`src/rtl/mem_port_arbiter_if.sv`:
```
// Unified memory port bundle: fetch and data requesters plus the memory side.
// The arbiter takes the slave view; fetch/LSU/memory take the master view.
interface mem_port_arbiter_if #(
   parameter int ADDR_W = 32,
   parameter int DATA_W = 32
);
   logic              if_req;
   logic [ADDR_W-1:0] if_addr;
   logic [DATA_W-1:0] if_rdata;
   logic              if_valid;
   logic              d_req;
   logic              d_we;
   logic [ADDR_W-1:0] d_addr;
   logic [DATA_W-1:0] d_wdata;
   logic [DATA_W-1:0] d_rdata;
   logic              d_valid;
   logic              mem_en;
   logic              mem_we;
   logic [ADDR_W-1:0] mem_addr;
   logic [DATA_W-1:0] mem_wdata;
   logic [DATA_W-1:0] mem_rdata;
   logic              mem_ready;
   logic              stall;
   logic              err;

   modport slave (
      input  if_req, if_addr, d_req, d_we, d_addr, d_wdata,
      input  mem_rdata, mem_ready,
      output if_rdata, if_valid, d_rdata, d_valid,
      output mem_en, mem_we, mem_addr, mem_wdata, stall, err
   );

   modport master (
      output if_req, if_addr, d_req, d_we, d_addr, d_wdata,
      output mem_rdata, mem_ready,
      input  if_rdata, if_valid, d_rdata, d_valid,
      input  mem_en, mem_we, mem_addr, mem_wdata, stall, err
   );
endinterface

```
`src/rtl/mem_port_arbiter.sv`:
```
// Arbitrates one unified memory port between fetch and load/store,
// with alternating priority under contention and a busy-state timeout.
module mem_port_arbiter #(
   parameter int ADDR_W  = 32,
   parameter int DATA_W  = 32,
   parameter int TIMEOUT = 15
) (
   input logic               clk,
   input logic               rst_n,
   mem_port_arbiter_if.slave bus
);
   localparam int CNT_W = $clog2(TIMEOUT + 1);
   localparam logic [CNT_W-1:0] CNT_LAST = CNT_W'(TIMEOUT - 1);

   typedef enum logic [1:0] {IDLE, BUSY_I, BUSY_D} state_e;

   state_e            state_q, state_d;
   logic [CNT_W-1:0]  cnt_q, cnt_d;
   logic              last_d_q, last_d_d;
   logic              en_q, en_d;
   logic              we_q, we_d;
   logic [ADDR_W-1:0] addr_q, addr_d;
   logic [DATA_W-1:0] wdata_q, wdata_d;
   logic [DATA_W-1:0] ird_q, ird_d;
   logic [DATA_W-1:0] drd_q, drd_d;
   logic              iv_q, iv_d;
   logic              dv_q, dv_d;
   logic              err_q, err_d;
   logic              i_go, d_go, pick_d;

   // A requester is masked while its own completion pulse is visible
   assign i_go   = bus.if_req & ~iv_q;
   assign d_go   = bus.d_req & ~dv_q;
   assign pick_d = d_go & ~(i_go & last_d_q);

   always_comb begin
      state_d  = state_q;
      cnt_d    = cnt_q;
      last_d_d = last_d_q;
      en_d     = en_q;
      we_d     = we_q;
      addr_d   = addr_q;
      wdata_d  = wdata_q;
      ird_d    = ird_q;
      drd_d    = drd_q;
      iv_d     = 1'b0;
      dv_d     = 1'b0;
      err_d    = err_q;
      unique case (state_q)
         IDLE: begin
            if (pick_d) begin
               state_d  = BUSY_D;
               last_d_d = 1'b1;
               en_d     = 1'b1;
               we_d     = bus.d_we;
               addr_d   = bus.d_addr;
               wdata_d  = bus.d_wdata;
               cnt_d    = '0;
            end else if (i_go) begin
               state_d  = BUSY_I;
               last_d_d = 1'b0;
               en_d     = 1'b1;
               we_d     = 1'b0;
               addr_d   = bus.if_addr;
               cnt_d    = '0;
            end
         end
         BUSY_I, BUSY_D: begin
            if (bus.mem_ready || cnt_q == CNT_LAST) begin
               state_d = IDLE;
               en_d    = 1'b0;
               we_d    = 1'b0;
               if (state_q == BUSY_I) begin
                  iv_d  = 1'b1;
                  ird_d = bus.mem_ready ? bus.mem_rdata : '0;
               end else begin
                  dv_d = 1'b1;
                  if (!bus.mem_ready) drd_d = '0;
                  else if (!we_q) drd_d = bus.mem_rdata;
               end
               if (!bus.mem_ready) err_d = 1'b1;
            end else begin
               cnt_d = cnt_q + CNT_W'(1);
            end
         end
         default: state_d = IDLE;
      endcase
   end

   always_ff @(posedge clk) begin
      if (!rst_n) begin
         state_q  <= IDLE;
         cnt_q    <= '0;
         last_d_q <= 1'b0;
         en_q     <= 1'b0;
         we_q     <= 1'b0;
         addr_q   <= '0;
         wdata_q  <= '0;
         ird_q    <= '0;
         drd_q    <= '0;
         iv_q     <= 1'b0;
         dv_q     <= 1'b0;
         err_q    <= 1'b0;
      end else begin
         state_q  <= state_d;
         cnt_q    <= cnt_d;
         last_d_q <= last_d_d;
         en_q     <= en_d;
         we_q     <= we_d;
         addr_q   <= addr_d;
         wdata_q  <= wdata_d;
         ird_q    <= ird_d;
         drd_q    <= drd_d;
         iv_q     <= iv_d;
         dv_q     <= dv_d;
         err_q    <= err_d;
      end
   end

   assign bus.mem_en    = en_q;
   assign bus.mem_we    = we_q;
   assign bus.mem_addr  = addr_q;
   assign bus.mem_wdata = wdata_q;
   assign bus.if_rdata  = ird_q;
   assign bus.if_valid  = iv_q;
   assign bus.d_rdata   = drd_q;
   assign bus.d_valid   = dv_q;
   assign bus.err       = err_q;
   assign bus.stall     = i_go | d_go;
endmodule

```
`src/flat_wrapper.sv`:
```
// flat-port wrapper written by rule: the top's interface ports become plain ports
module mem_port_arbiter_flat 
#(
   parameter int ADDR_W  = 32,
   parameter int DATA_W  = 32,
   parameter int TIMEOUT = 15
)
  (clk, rst_n, bus_if_req, bus_if_addr, bus_d_req, bus_d_we, bus_d_addr, bus_d_wdata, bus_mem_rdata, bus_mem_ready, bus_if_rdata, bus_if_valid, bus_d_rdata, bus_d_valid, bus_mem_en, bus_mem_we, bus_mem_addr, bus_mem_wdata, bus_stall, bus_err);
  mem_port_arbiter_if #(.ADDR_W(ADDR_W), .DATA_W(DATA_W)) bus_i ();
  input logic clk;
  input logic rst_n;
  input wire logic [$bits(bus_i.if_req)-1:0] bus_if_req;
  input wire logic [$bits(bus_i.if_addr)-1:0] bus_if_addr;
  input wire logic [$bits(bus_i.d_req)-1:0] bus_d_req;
  input wire logic [$bits(bus_i.d_we)-1:0] bus_d_we;
  input wire logic [$bits(bus_i.d_addr)-1:0] bus_d_addr;
  input wire logic [$bits(bus_i.d_wdata)-1:0] bus_d_wdata;
  input wire logic [$bits(bus_i.mem_rdata)-1:0] bus_mem_rdata;
  input wire logic [$bits(bus_i.mem_ready)-1:0] bus_mem_ready;
  output wire logic [$bits(bus_i.if_rdata)-1:0] bus_if_rdata;
  output wire logic [$bits(bus_i.if_valid)-1:0] bus_if_valid;
  output wire logic [$bits(bus_i.d_rdata)-1:0] bus_d_rdata;
  output wire logic [$bits(bus_i.d_valid)-1:0] bus_d_valid;
  output wire logic [$bits(bus_i.mem_en)-1:0] bus_mem_en;
  output wire logic [$bits(bus_i.mem_we)-1:0] bus_mem_we;
  output wire logic [$bits(bus_i.mem_addr)-1:0] bus_mem_addr;
  output wire logic [$bits(bus_i.mem_wdata)-1:0] bus_mem_wdata;
  output wire logic [$bits(bus_i.stall)-1:0] bus_stall;
  output wire logic [$bits(bus_i.err)-1:0] bus_err;
  assign bus_i.if_req = bus_if_req;
  assign bus_i.if_addr = bus_if_addr;
  assign bus_i.d_req = bus_d_req;
  assign bus_i.d_we = bus_d_we;
  assign bus_i.d_addr = bus_d_addr;
  assign bus_i.d_wdata = bus_d_wdata;
  assign bus_i.mem_rdata = bus_mem_rdata;
  assign bus_i.mem_ready = bus_mem_ready;
  assign bus_if_rdata = bus_i.if_rdata;
  assign bus_if_valid = bus_i.if_valid;
  assign bus_d_rdata = bus_i.d_rdata;
  assign bus_d_valid = bus_i.d_valid;
  assign bus_mem_en = bus_i.mem_en;
  assign bus_mem_we = bus_i.mem_we;
  assign bus_mem_addr = bus_i.mem_addr;
  assign bus_mem_wdata = bus_i.mem_wdata;
  assign bus_stall = bus_i.stall;
  assign bus_err = bus_i.err;
  mem_port_arbiter #(.ADDR_W(ADDR_W), .DATA_W(DATA_W), .TIMEOUT(TIMEOUT)) u_core (.clk(clk), .rst_n(rst_n), .bus(bus_i));
endmodule
```
`config.mk`:
```
export PLATFORM = sky130hd
export DESIGN_NAME = mem_port_arbiter_flat
export DESIGN_NICKNAME = d
export VERILOG_FILES = /design/src/rtl/mem_port_arbiter_if.sv /design/src/rtl/mem_port_arbiter.sv /design/src/flat_wrapper.sv
export SDC_FILE = /design/constraint.sdc
export NUM_CORES = 1
export LEC_CHECK = 0
export ABC_AREA = 1
export CAP_MARGIN = 20
export CELL_PAD_IN_SITES_DETAIL_PLACEMENT = 0
export CELL_PAD_IN_SITES_GLOBAL_PLACEMENT = 2
export CORE_AREA = 2 2 183 149
export DETAILED_ROUTE_END_ITERATION = 10
export DIE_AREA = 0 0 185 151
export HOLD_SLACK_MARGIN = 0.02
export PLACE_DENSITY = 0.87
export SYNTH_ARGS = -nofsm -noshare
export SYNTH_HDL_FRONTEND = slang
export SYNTH_SLANG_ARGS = --single-unit
```
`constraint.sdc`:
```
create_clock -name clk -period 4.2 [get_ports clk]
set_input_delay 0.63 -clock clk [delete_from_list [all_inputs] [get_ports clk]]
set_output_delay 0.63 -clock clk [all_outputs]
set_load 0.005 [all_outputs]
```
Word level (Yosys, flattened, before mapping)
Index checks and enable logic that the tools add are counted.

Bits in registers: 140. Bits in latches: 0. Bits in writable memories: 0. Bits in read-only memories: 0. Input bits: 134. Output and inout bits: 134. Logic and storage cells: 67. Memories: 0.

Add/sub/neg operators: 1. Multipliers: 0. Div/mod/pow operators: 0. Order comparisons: 0. Eq/ne operators: 7. Shifts and indexed selects: 0. Mux-type cells: 23. Bitwise logic cells: 10. Reduce and logical (&&, ||, !) cells: 14.

Operators by type and width (count): two-way mux 32 bit (5); AND reduction 3 bit (5); two-way mux 4 bit (3); two-way mux 1 bit (8); one-hot mux 4 bit (2 select lines) (1); two-way mux 2 bit (3); AND reduction 2 bit (3); NOT 1 bit (5); adder 4 x 1 -> 4 bit (second input constant) (1); bitwise AND 1 bit (4); == test 4 bit (second input constant) (1); != test 2 bit (second input constant) (2); one-hot mux 1 bit (2 select lines) (2); one-hot mux 2 bit (2 select lines) (1); AND reduction 4 bit (1); nonzero test 2 bit (2); != test 3 x 1 -> 1 bit (second input constant) (1); == test 2 x 1 -> 1 bit (second input constant) (1); == test 2 bit (second input constant) (1); zero test 2 bit (1); != test 2 x 1 -> 1 bit (second input constant) (1); OR reduction 2 bit (1); logical OR 1 bit (1); bitwise OR 1 bit (1).

Longest topological paths before layout
Depth after elaboration: 7. Mapped depth: 11. Mapped depth without buffers: 9.

Worst setup path before layout
OpenSTA, ideal clock, no wires.

Path type: input -> register. Start: input port bus_mem_ready. End: register u_core.drd_q[0], in the netlist u_core.bus.d_rdata[0]. Setup time: 0.132 ns. Data arrival time: 1.475 ns. Required time: 4.068 ns. Slack: 2.593 ns. Stages on the path: 7. Path buffers: 2. Cells stage by stage: buf_2 > inv_2 > a21oi_4 > nand2_4 > buf_6 > nand2_1 > a21oi_1.

Cells in the longest elaborated chain, start to end: 2. Elaborated cells between the ends (all ways): 4. Classes of those cells: 1 x eq/ne; 1 x mux; 2 x reduce/logical.

Ends and longest elaborated chain: start: declaration (line flat_wrapper.sv:19) `input wire logic [$bits(bus_i.mem_ready)-1:0] bus_mem_ready;`; != test 2 bit (no line) / logical OR 1 bit (equally long branches); AND reduction 4 bit (no line); end signal: assignment (line mem_port_arbiter.sv:113) `drd_q <= drd_d;`; end: declaration (line mem_port_arbiter.sv:25) `logic [DATA_W-1:0] drd_q, drd_d;`.

Several ways; a longest one is shown, not always the timed one. A chain may end at the register's enable or synchronous reset.

Worst setup path after layout
Start: input port bus_if_req. End: output port bus_stall.

Cells in the longest elaborated chain, start to end: 2.

Ends and longest elaborated chain: start: declaration (line flat_wrapper.sv:12) `input wire logic [$bits(bus_i.if_req)-1:0] bus_if_req;`; bitwise AND 1 bit (line mem_port_arbiter.sv:32) `assign i_go = bus.if_req & ~iv_q;`; bitwise OR 1 bit (line mem_port_arbiter.sv:129) `assign bus.stall = i_go | d_go;`; end: declaration (line flat_wrapper.sv:28) `output wire logic [$bits(bus_i.stall)-1:0] bus_stall;`.

Every way passes these cells.

==> out/qor.json <==
{
  "floorplan.initialDensity": {"value": 22.8, "unit": "%"},
  "postSynthCellCount": {"value": 855},
  "drtIter0Drc": {"value": 281},
  "path_max_fanout": {"value": 2},
  "place_inst": {"value": 1435},
  "leading_cell_types_in_the_layout_fill_and_taps_excluded": {"value": "266 x clkdlybuf4s50_1, 246 x nand2_1, 140 x dfxtp_1, 138 x nor2_1, 77 x inv_1"},
  "power-per-cell-area": {"value": 422, "unit": "mW/mm^2"},
  "min_path_cells": {"value": 2},
  "tritoncts_clock_tree": {"value": "done"},
  "synthDistinctLibCells": {"value": 22},
  "leakagePower": {"value": 4.02, "unit": "nW"},
  "globalRoute.totalOverflow": {"value": 0},
  "grt_pass1_vias": {"value": 5822},
  "placement.io_buffers": {"value": 267},
  "start_kind": {"value": "primary input"},
  "postCtsSetupRepairBufs": {"value": 0},
  "worstSetupEndpointType": {"value": "output pin"},
  "clockRootBuffer": {"value": "clkbuf_16"},
  "grt_max_degree": {"value": 61},
  "clock_sink_count": {"value": 140},
  "grt_antenna_before_repair": {"value": 1},
  "required_worst_endpoint": {"value": 3.57, "unit": "ns"},
  "reg2reg_to": {"value": "u_core.bus.d_rdata[2]"},
  "grt_pass1_wl": {"value": 32000, "unit": "um"},
  "rr_startpoint": {"value": "u_core.state_q[0]"},
  "maxCapViolCount": {"value": 0},
  "count_of_antenna_violating_nets_left_after_detailed_routing": {"value": 0},
  "drive_gt1_share": {"value": 5.05, "unit": "%"},
  "core_region_area": {"value": 0.0260, "unit": "mm^2"},
  "die_width": {"value": 185, "unit": "um"},
  "arrival": {"value": 1.87, "unit": "ns"},
  "max_freq": {"value": 0.401, "unit": "GHz"},
  "final_total_pwr": {"value": 3.99, "unit": "mW"},
  "report.final.slew_viol_count": {"value": 0},
  "hold_ws": {"value": 0.461, "unit": "ns"},
  "whs_endpoint": {"value": "u_core.bus.d_rdata[1]"},
  "top_level_ports": {"value": 268},
  "ys_top_cells_by_area": {"value": "dfxtp_1 47%, nand2_1 16%, nor2_1 8.8%"},
  "syn_to_final_growth": {"value": 59.8, "unit": "%"},
  "synth_fp_nets": {"value": 995},
  "clk_pin_slew": {"value": 0.06, "unit": "ns"},
  "die_height": {"value": 151, "unit": "um"},
  "rsz0062_at_grt": {"value": "no"},
  "mostFrequentLayoutCell": {"value": "clkdlybuf4s50_1"},
  "run_status": {"value": "finished, final reports clean"},
  "min_from": {"value": "u_core.bus.d_rdata[1]"},
  "tns": {"value": 0, "unit": "ns"},
  "drtPass1Iterations": {"value": 4},
  "number_of_nets_at_the_end_of_the_flow": {"value": 1238},
  "holdBufCountCts": {"value": 0},
  "synth_seq_cells": {"value": 140},
  "clock_tree.htree_level_count": {"value": 4},
  "netlist.top_cell.by_area": {"value": "dfxtp_1"},
  "yosysWarningCount": {"value": 0},
  "track_usage": {"value": 15.0, "unit": "%"},
  "postCtsResizedCells": {"value": 0},
  "timing_hold_violations_final": {"value": 0},
  "slew_headroom": {"value": 52.2, "unit": "%"},
  "worst-setup-path-type": {"value": "in2out"},
  "die_area": {"value": 0.0279, "unit": "mm^2"},
  "path_category_of_the_worst_min_delay_check": {"value": "reg2reg"},
  "floorplan.rows": {"value": 53},
  "detail_route.wl_per_cell": {"value": 14.3, "unit": "um"},
  "clock_tree.buffer_depth": {"value": 2},
  "setup_viol": {"value": 0},
  "synthesis.area": {"value": 0.00591, "unit": "mm^2"},
  "finalWeightedCongestion": {"value": 0.755},
  "final_cell_count_no_fill": {"value": 1467},
  "route.detailed.vias_per_inst": {"value": 4.09},
  "detail_route.wirelength": {"value": 21000, "unit": "um"},
  "dpl.hpwl": {"value": 14500, "unit": "um"},
  "synth_area_per_cell": {"value": 6.92, "unit": "um^2"},
  "route.detailed.drc": {"value": 0},
  "via_count": {"value": 5997},
  "ir_worst_vdd": {"value": 0.205, "unit": "mV"},
  "clock-skew-final": {"value": 0.0105, "unit": "ns"},
  "cts-buffers-inserted": {"value": 17},
  "slew_of_the_pin_with_the_lowest_slew_margin": {"value": 0.718, "unit": "ns"},
  "reg2reg_setup_slack": {"value": 2.13, "unit": "ns"},
  "clk_latency": {"value": 0.43, "unit": "ns"},
  "n_antenna_cell": {"value": 0},
  "sequential_to_total_area_share_from_yosys_stat": {"value": 47.4, "unit": "%"},
  "min_period_over_period": {"value": 59.4, "unit": "%"},
  "timing.reg2reg.worst_path_depth": {"value": 7},
  "post-route-min-period": {"value": 2.50, "unit": "ns"},
  "post-synth-top-area-fraction": {"value": 47.4, "unit": "%"}
}
-- synthesized netlist by cell type --
master	instances
buf_2	21
nor2_4	1
nand4_1	2
buf_6	6
clkbuf_1	19
a21oi_1	74
buf_1	4
nand2_4	1
nand2_1	246
dfxtp_1	140
o21ai_0	31
a21oi_4	2
nand2_2	2
inv_1	77
nor2_1	138
or2_2	1
o21ai_1	3
inv_2	4
ha_1	6
nand3_2	2
buf_4	4
nand3_1	71
-- sequential cells by signal, indices dropped and copies added, names as in the netlist --
register and flops:
u_core.bus.d_rdata 32, u_core.bus.d_valid 1, u_core.bus.err 1, u_core.bus.if_rdata 32, u_core.bus.if_valid 1, u_core.bus.mem_addr 32, u_core.bus.mem_en 1, u_core.bus.mem_wdata 32
u_core.bus.mem_we 1, u_core.cnt_q 4, u_core.last_d_q 1, u_core.state_q 2
-- report_power, final --
part	switching [mW]	internal (mW)
sequential	0.0758	1.46
clock	0.606	0.897
combinational	0.473	0.476
total	1.16	2.84
-- how the worst max path moves through the flow --
stage,from,endpoint
floorplan,bus_mem_ready,u_core.bus.d_rdata[0]
global placement,bus_d_req,u_core.bus.mem_addr[6]
detailed placement,bus_d_req,u_core.bus.mem_addr[31]
CTS,bus_d_req,bus_stall
global route,bus_if_req,bus_stall
finish,bus_if_req,bus_stall
-- metrics by stage --
stage          instance area, um^2  util (%)  setup slack [ns]
5_1_grt                       9450      36.4              1.63
4_1_cts                       9420      36.2              1.69
2_1_floorplan                 5910         -              2.59
3_5_place_dp                  8850      34.0              1.58
6_report                      9450      36.4              1.70
3_3_place_gp                  8820      33.9              1.41
-- layout make-up --
class,instances,area (um^2)
clock buffers,19,453
clock inverters,12,121
fillers,2783,16500
inverters,81,305
multi-input cells,580,2520
flip-flops and latches,140,2800
well taps,357,447
repair buffers,278,2800
-- per-layer routing --
metal / vias up / routed length (um) / GRT usage, %
li1: 3128 / - / -
met1: 2631 / 9710 / 19.1
met2: 216 / 8940 / 22.6
met3: 20 / 2110 / 6.92
met4: 2 / 216 / 4.17
met5: - / 13 / 0
-- logic make-up after synthesis --
| family | share of synthesized area [%] |
|---|---|
| AOI/OAI and AO/OA | 9.69 |
| adders and majority gates | 1.27 |
| buffers and inverters | 10.0 |
| DFF | 47.4 |
| and+or+nand+nor | 31.6 |
-- critical path: stages --
cell	delay, ns
clkdlybuf4s50_1	0.50
nand2_1	0.08
nand2_1	0.10
clkdlybuf4s50_1	0.56
Note: power is estimated with default switching activity, not from simulation.
